--- src/rtl/tri_raster_ctrl.sv ---
// Triangle raster sequencer: scans a clamped bounding box, pairs in-order tester results
// with issued coordinates, and streams inside pixels. Optional macro: DEGEN_SKIP_EN.
module tri_raster_ctrl #(
    parameter int CW    = 9,
    parameter int MAX_X = 319,
    parameter int MAX_Y = 239,
    parameter int DEPTH = 4
) (
    input  logic            CLOCK_50,
    input  logic            RESET,
    input  logic            start,
    input  logic [CW-1:0]   ax,
    input  logic [CW-1:0]   ay,
    input  logic [CW-1:0]   bx,
    input  logic [CW-1:0]   by,
    input  logic [CW-1:0]   cx,
    input  logic [CW-1:0]   cy,
    output logic            busy,
    output logic            done,
    output logic            test_valid,
    input  logic            test_ready,
    output logic [CW-1:0]   test_px,
    output logic [CW-1:0]   test_py,
    input  logic            res_valid,
    input  logic            res_inside,
    output logic            pix_valid,
    input  logic            pix_ready,
    output logic [CW-1:0]   pix_x,
    output logic [CW-1:0]   pix_y,
    output logic [2*CW-1:0] pix_count,
    output logic            err
);

    localparam int AW = (DEPTH > 1) ? $clog2(DEPTH) : 1;
    localparam int NW = AW + 1;
    localparam logic [CW-1:0] LIM_X   = CW'(MAX_X);
    localparam logic [CW-1:0] LIM_Y   = CW'(MAX_Y);
    localparam logic [NW:0]   DEPTH_V = DEPTH[NW:0];

    typedef enum logic [2:0] {S_IDLE, S_SETUP, S_SCAN, S_DRAIN, S_DONE} state_t;

    state_t state, state_n;

    logic [CW-1:0]   va_x, va_y, vb_x, vb_y, vc_x, vc_y;
    logic [CW-1:0]   xmin, xmax, ymin, ymax;
    logic [CW-1:0]   px, py;
    logic [CW-1:0]   bb_xmin, bb_xmax, bb_ymin, bb_ymax;

    logic [2*CW-1:0] mem_c [DEPTH];
    logic [2*CW-1:0] mem_p [DEPTH];
    logic [AW-1:0]   wp_c, rp_c, wp_p, rp_p;
    logic [NW-1:0]   cnt_c, cnt_p;
    logic [2*CW-1:0] p_head;

    logic test_xfer, c_pop, p_push, p_pop, scan_last, credit_ok;

    function automatic logic [CW-1:0] min3(input logic [CW-1:0] a, b, c);
        logic [CW-1:0] m;
        m = (a < b) ? a : b;
        return (m < c) ? m : c;
    endfunction

    function automatic logic [CW-1:0] max3(input logic [CW-1:0] a, b, c);
        logic [CW-1:0] m;
        m = (a > b) ? a : b;
        return (m > c) ? m : c;
    endfunction

    function automatic logic [CW-1:0] clamp(input logic [CW-1:0] v, lim);
        return (v > lim) ? lim : v;
    endfunction

    assign bb_xmin = clamp(min3(va_x, vb_x, vc_x), LIM_X);
    assign bb_xmax = clamp(max3(va_x, vb_x, vc_x), LIM_X);
    assign bb_ymin = clamp(min3(va_y, vb_y, vc_y), LIM_Y);
    assign bb_ymax = clamp(max3(va_y, vb_y, vc_y), LIM_Y);

`ifdef DEGEN_SKIP_EN
    localparam int AR = 2*CW + 2;
    logic signed [AR-1:0] sxa, sya, sxb, syb, sxc, syc, area;
    assign sxa  = $signed(AR'(va_x));
    assign sya  = $signed(AR'(va_y));
    assign sxb  = $signed(AR'(vb_x));
    assign syb  = $signed(AR'(vb_y));
    assign sxc  = $signed(AR'(vc_x));
    assign syc  = $signed(AR'(vc_y));
    assign area = sxa * (syb - syc) + sxb * (syc - sya) + sxc * (sya - syb);
`endif

    // Credit covers both unresolved requests and buffered pixels, so the pixel FIFO cannot overflow.
    assign credit_ok = ({1'b0, cnt_c} + {1'b0, cnt_p}) < DEPTH_V;
    assign test_xfer = test_valid & test_ready;
    assign c_pop     = res_valid & (cnt_c != '0);
    assign p_push    = c_pop & res_inside;
    assign pix_valid = (cnt_p != '0);
    assign p_pop     = pix_valid & pix_ready;
    assign scan_last = (px == xmax) && (py == ymax);

    // NOTE: every output gets a default before the case so no path leaves it unassigned (no latches).
    always_comb begin
        state_n    = state;
        test_valid = 1'b0;
        done       = 1'b0;
        case (state)
            S_IDLE:  if (start) state_n = S_SETUP;
`ifdef DEGEN_SKIP_EN
            S_SETUP: state_n = (area == '0) ? S_DONE : S_SCAN;
`else
            S_SETUP: state_n = S_SCAN;
`endif
            S_SCAN: begin
                test_valid = credit_ok;
                if (credit_ok && test_ready && scan_last) state_n = S_DRAIN;
            end
            S_DRAIN: if (cnt_c == '0 && cnt_p == '0) state_n = S_DONE;
            S_DONE: begin
                done    = 1'b1;
                state_n = S_IDLE;
            end
            default: state_n = S_IDLE;
        endcase
    end

    // NOTE: state registers use non-blocking assignments so every flop samples pre-edge values.
    always_ff @(posedge CLOCK_50) begin
        if (RESET) begin
            state     <= S_IDLE;
            {va_x, va_y, vb_x, vb_y, vc_x, vc_y} <= '0;
            {xmin, xmax, ymin, ymax} <= '0;
            px        <= '0;
            py        <= '0;
            wp_c      <= '0;
            rp_c      <= '0;
            wp_p      <= '0;
            rp_p      <= '0;
            cnt_c     <= '0;
            cnt_p     <= '0;
            pix_count <= '0;
            err       <= 1'b0;
        end else begin
            state <= state_n;
            if (state == S_IDLE && start) begin
                va_x <= ax; va_y <= ay;
                vb_x <= bx; vb_y <= by;
                vc_x <= cx; vc_y <= cy;
                pix_count <= '0;
            end else if (p_pop) begin
                pix_count <= pix_count + (2*CW)'(1);
            end

            if (state == S_SETUP) begin
                xmin <= bb_xmin;
                xmax <= bb_xmax;
                ymin <= bb_ymin;
                ymax <= bb_ymax;
                px   <= bb_xmin;
                py   <= bb_ymin;
            end else if (test_xfer) begin
                if (px == xmax) begin
                    px <= xmin;
                    py <= py + CW'(1);
                end else begin
                    px <= px + CW'(1);
                end
            end

            if (test_xfer) wp_c <= wp_c + AW'(1);
            if (c_pop)     rp_c <= rp_c + AW'(1);
            if (p_push)    wp_p <= wp_p + AW'(1);
            if (p_pop)     rp_p <= rp_p + AW'(1);
            cnt_c <= cnt_c + NW'(test_xfer) - NW'(c_pop);
            cnt_p <= cnt_p + NW'(p_push) - NW'(p_pop);

            if (res_valid && cnt_c == '0) err <= 1'b1;
        end
    end

    // NOTE: FIFO storage is not reset; occupancy counters alone decide what is valid.
    always_ff @(posedge CLOCK_50) begin
        if (test_xfer) mem_c[wp_c] <= {px, py};
        if (p_push)    mem_p[wp_p] <= mem_c[rp_c];
    end

    assign p_head  = mem_p[rp_p];
    assign busy    = (state != S_IDLE);
    assign test_px = px;
    assign test_py = py;
    assign pix_x   = pix_valid ? p_head[2*CW-1:CW] : '0;
    assign pix_y   = pix_valid ? p_head[CW-1:0]    : '0;

endmodule

--- config.mk ---
export PLATFORM = sky130hd
export DESIGN_NAME = tri_raster_ctrl
export DESIGN_NICKNAME = d
export VERILOG_FILES = /design/src/rtl/tri_raster_ctrl.sv
export SDC_FILE = /design/constraint.sdc
export NUM_CORES = 1
export LEC_CHECK = 0
export CAP_MARGIN = 20
export CORE_MARGIN = 3
export CORE_UTILIZATION = 55
export DETAILED_ROUTE_END_ITERATION = 10
export PLACE_DENSITY = 0.74
export SLEW_MARGIN = 20
export SYNTH_ARGS = -nofsm -noshare
export SYNTH_HDL_FRONTEND = slang
export SYNTH_SLANG_ARGS = --single-unit
export TNS_END_PERCENT = 1
--- constraint.sdc ---
create_clock -name CLOCK_50 -period 9.5 [get_ports CLOCK_50]
set_input_delay 1.425 -clock CLOCK_50 [delete_from_list [all_inputs] [get_ports CLOCK_50]]
set_output_delay 1.425 -clock CLOCK_50 [all_outputs]
set_load 0.005 [all_outputs]
Word level (Yosys, flattened, before mapping)

Memories as Yosys holds them, arrays and structs flattened. A register that Yosys moved wholly into a read port is not among the register bits.
Index checks and enable logic that the tools add are counted.

Bits in writable memories: 144
Memories kept: 2
Flip-flop bits (word level): 135
Logic and storage cells: 111
Output and inout bits: 59
Input bits: 61

Order comparisons: 13
Mux-type cells: 34
Reduce and logical (&&, ||, !) cells: 17
Add/sub/neg operators: 12
Eq/ne operators: 9
Bitwise gates (word level): 4

Memories:

| name  | words | width | read ports | clocked after Yosys merged registers in | wr ports | line | RTL |
|---|---|---|---|---|---|---|---|
| mem_c | 4     | 18    | 1          | 1                                       | 1        | 49   | `logic [2*CW-1:0] mem_c [DEPTH];` |
| mem_p | 4     | 18    | 1          | 1                                       | 1        | 50   | `logic [2*CW-1:0] mem_p [DEPTH];` |

Operators with widths:

| operator                                                                     | count |
|---|---|
| 9-bit 2-to-1 mux                                                             | 20 |
| 9-bit > comparator                                                           | 4 |
| 9-bit less-than comparator                                                   | 4 |
| 18-bit by 1-bit adder with 18-bit output, second input constant              | 1 |
| 9-bit by 1-bit adder with 9-bit output, second input constant                | 2 |
| 9-bit == test                                                                | 2 |
| 9-bit by 8-bit > comparator with 1-bit output, second input constant         | 2 |
| 9-bit > comparator, second input constant                                    | 2 |
| 3-bit one-hot mux with 4 select lines                                        | 1 |
| 3-bit zero test                                                              | 3 |
| 3-bit 2-to-1 mux                                                             | 3 |
| 3-bit nonzero test                                                           | 3 |
| 2-bit by 1-bit adder with 2-bit output, second input constant                | 4 |
| 2-bit 2-to-1 mux                                                             | 4 |
| 3-bit by 1-bit adder with 3-bit output                                       | 2 |
| 3-bit by 2-bit == test with 1-bit output, second input constant              | 2 |
| 1-bit logical AND                                                            | 6 |
| 1-bit 2-to-1 mux                                                             | 6 |
| 2-bit != test, second input constant                                         | 3 |
| 3-bit by 1-bit subtractor with 3-bit output                                  | 2 |
| 3-bit by 3-bit adder with 4-bit output                                       | 1 |
| 1-bit bitwise AND                                                            | 4 |
| 4-bit by 3-bit less-than comparator with 1-bit output, second input constant | 1 |
| 2-bit nonzero test                                                           | 2 |
| 5 further kinds                                                              | 5 |

Logic depth before layout (Yosys ltp)

Depth after elaboration: 7
Gate-level depth with buffers: 18
Gate-level depth less buffers: 15

Least setup slack after synthesis

Ideal clock, no wire load.

Path type: reg-to-reg
Start: register vb_y[3]
End: register ymax[4]
Stages on the path, launching flop included: 14
Library setup time: 0.117 ns
Setup slack: 5.530 ns
Buffers on the path: 0
Data required time: 9.383 ns
Data arrival time: 3.853 ns
Period minus slack after synthesis: 3.970 ns
Path through: dfxtp_1 -> inv_1 -> ha_1 -> and3_1 -> o311a_1 -> a211o_2 -> nand2_2 -> mux2_2 -> ha_1 -> and4_1 -> a221o_1 -> o21ai_1 -> mux2_2 -> a32o_1

Cells in the longest elaborated chain, start to end: 6

Ends and longest elaborated chain:

| element                                       | line | RTL |
|---|---|---|
| start, declared                               | 44   | `logic [CW-1:0] va_x, va_y, vb_x, vb_y, vc_x, vc_y;` |
| start signal, assigned                        | 128  | `{va_x, va_y, vb_x, vb_y, vc_x, vc_y} <= '0;` |
| start signal, assigned                        | 144  | `vb_x <= bx; vb_y <= by;` |
| 9-bit > comparator                            | 65   | `m = (a > b) ? a : b;` |
| 9-bit 2-to-1 mux *                            | 65   |  |
| 9-bit > comparator                            | 66   | `return (m > c) ? m : c;` |
| 9-bit 2-to-1 mux *                            | 66   |  |
| 9-bit by 8-bit > comparator with 1-bit output | 70   | `return (v > lim) ? lim : v;` |
| 9-bit 2-to-1 mux *                            | 70   |  |
| end signal, assigned                          | 155  | `ymax <= bb_ymax;` |
| end, declared                                 | 45   | `logic [CW-1:0] xmin, xmax, ymin, ymax;` |

Every way passes the cells marked *; elsewhere a longest branch is shown, timed or not.
A chain may end at the register's enable or synchronous reset.

Worst setup path in the final report

Same ends and word-level chain as after synthesis.

==> metrics <==
Yosys reg bits=283; top post-synthesis cells by area=edfxtp_1 32%, dfxtp_1 21%, ha_1 6.4%; final worst-path cycle share=49.6%; Leak=0.00578 uW; syn avg cell area=11.1 um2; most frequent cells after synthesis=167 x nand2_1, 144 x edfxtp_1, 139 x dfxtp_1; final antenna-violating net count=0; DRT Pass-1 Iters=5; worst slew pin tran=1.02 ns; PD cells=254 mW/mm2; largest net degree at the start of global routing=56; biggest regs=mem_c x72, mem_p x72, pix_count x18; min cycle time layout=4.71 ns; unrepaired setup endpoints after global routing=false; top cell type by total area after synthesis=edfxtp_1; Setup TNS Final=0 ns; TritonCTS Buffers=29; initial core utilization=56.8%; final setup violating endpoints=0; PostCTS Resize Cnt=0; number of flops mapped to enable cells by yosys=144; Crit Path Category=reg2reg; worst skew pair latency=0.56 ns; CTS tree=built; hold path startpoint=vc_x[4]$_SDFFE_PP0P_; antenna violations before repair=0; DRT Wirelength=29.8 mm; Core ar.=0.0238 mm2; Critical Path Source=vb_y[3]$_SDFFE_PP0P_; die area=0.0265 mm2; dominant cell by count in the synthesized netlist=nand2_1; layout cells sized above 1=11.2%; Via Count=9435; setup repair bufs after CTS=0; first-pass GRT wire length=49.0 mm; VDD IR max=0.148 mV; worst hold path type=reg2reg; Max-slew headroom=32.0%; slowest CP cell=o21ai_1; vias in the first global route=9506; port bufs=119; ant diodes=0; Layout area overhead=18.1%; endpoint of the worst hold path=vc_x[4]$_SDFFE_PP0P_; Reg clk slew, reported paths=0.06 ns; CTS root buf=clkbuf_16; DRC=0; final hold violations=0; RR Startpoint=vb_y[3]$_SDFFE_PP0P_; Most Frequent Cell on Critical Path=ha_1; worst clock skew=0.0165 ns; sequential area share after synthesis=52.5%; Layout fillers=1874; grt total ovfl=0; dpl hpwl=20.5 mm; Avg WL per Cell=17.9 um; library cells used by synthesis=73; FF-to-FF End=ymax[4]$_SDFFE_PP0P_; Slew Limit Fails=0; Tot GR Track Use=22.7%; cell-by-cell trace of the critical path=inv_1 -> ha_1 -> and3_1 -> o311a_1 -> a211o_2 -> nand2_2 -> mux2_2 -> ha_1 -> and4_1 -> a221o_1 -> o21ai_1 -> nor3_1 -> o211a_4 -> a32o_1; CP max stage delay=0.70 ns; gp weighted congestion=0.908; Net Count, Synth=1353; detail-routed via count per cell=5.68; FFs w/ async S/R, synth=0%; Max-cap violations=0; Die Span X=163 um; DR iter-0 viols=520; top_reg_cell synth=edfxtp_1; hold path depth=2; Clock H-tree levels=1; Setup crit end kind=flip-flop; Mapped Area=0.0135 mm2; CP startpoint kind=flip-flop; Yosys Warn Count=0; num rows=56; post-synth top area share=31.9%; clock sinks=283; die height=163 um; # IOs=120; Layout Nets=1452; worst-path fanout max=16; Pwr Total=4070 uW; R2R Setup Slk=4.79 ns; status=complete, no violations; Reg2Reg Depth=14; clock buffer depth=3; cts hold-fix bufs=0; Arrival @ worst endpoint=5.15 ns; CP required=9.94 ns; Syn Inst Count=1221; maximum clock frequency=212 MHz
==> metrics by stage <==
step / instances / util, % / area, um2 / hold slack [ns] / setup WS, ns
floorplan: 1221 / - / 13500 / 0.436 / 5.53
global placement: 1608 / 62.8 / 15000 / 0.443 / 4.98
detailed placement: 1608 / 62.8 / 15000 / 0.451 / 4.84
CTS: 1662 / 67.1 / 16000 / 0.460 / 4.81
global route: 1662 / 67.1 / 16000 / 0.482 / 4.46
finish: 1662 / 67.1 / 16000 / 0.459 / 4.79
==> report_power, final <==
part	switching [uW]	internal [uW]
sequential	130	1440
clock	492	703
combinational	689	610
total	1310	2750
==> cells in the final DEF (no fill, tap or decap), types with 12 or more instances in the layout <==
| master | instances |
|---|---|
| edfxtp_1 | 144 |
| nor2_1 | 59 |
| mux4_2 | 36 |
| nor2b_1 | 25 |
| nor3_1 | 21 |
| dfxtp_1 | 139 |
| nand4_1 | 17 |
| a31oi_1 | 12 |
| ha_1 | 69 |
| nand2_1 | 167 |
| and3_1 | 18 |
| xor2_1 | 32 |
| mux2_2 | 22 |
| o21ai_0 | 49 |
| inv_1 | 53 |
| a21oi_1 | 103 |
| nand3_1 | 31 |
| xnor2_1 | 21 |
| clkbuf_16 | 29 |
| mux2i_1 | 18 |
| clkdlybuf4s50_1 | 118 |
==> cell families after synthesis <==
| kind of cell | Yosys count | synth area share [%] |
|---|---|---|
| flops | 283 | 52.5 |
| compound gates | 231 | 10.8 |
| fa+ha+maj | 71 | 6.67 |
| buf+inv | 114 | 3.25 |
| xor+xnor | 53 | 3.43 |
| mux | 80 | 9.60 |
| simple gates | 389 | 13.8 |
==> worst max-delay path: cells and delay by family, from the launching register on <==
kind	cells	cell delay, ns
AND/OR/NAND/NOR	4	0.83
AO/OA/AOI/OAI	6	2.38
flip-flops	1	0.34
adder cells (fa/ha/maj)	2	0.61
multiplexers	1	0.39
buffers and inverters	1	0.06
==> layout make-up <==
cell class | instances | area, um2 | area share, %
clock buffers | 30 | 729 | 4.57
clock inverters | 24 | 290 | 1.82
inverters | 55 | 206 | 1.29
multi-input cells | 824 | 6000 | 37.5
flip-flops and latches | 283 | 7110 | 44.5
well taps | 319 | 399 | 2.50
repair buffers | 127 | 1250 | 7.80
==> how the worst max path moves through the flow <==
stage                           endpoint  slack [ns]  cells past startpoint
global placement    ymax[4]$_SDFFE_PP0P_        4.98                     14
CTS                 ymax[4]$_SDFFE_PP0P_        4.81                     14
finish              ymax[4]$_SDFFE_PP0P_        4.79                     14
floorplan           ymax[4]$_SDFFE_PP0P_        5.53                     13
global route        ymax[4]$_SDFFE_PP0P_        4.46                     15
detailed placement  ymax[4]$_SDFFE_PP0P_        4.84                     14
==> layer usage <==
| layer | track usage, % | up-vias | wire length, um |
|---|---|---|---|
| met5 | 0 | - | 0 |
| met4 | 6.46 | 0 | 788 |
| met3 | 3.05 | 52 | 1320 |
| met2 | 38.5 | 239 | 14300 |
| met1 | 30.6 | 4504 | 13300 |
| li1 | - | 4640 | - |
Note: power is estimated with default switching activity, not from simulation.
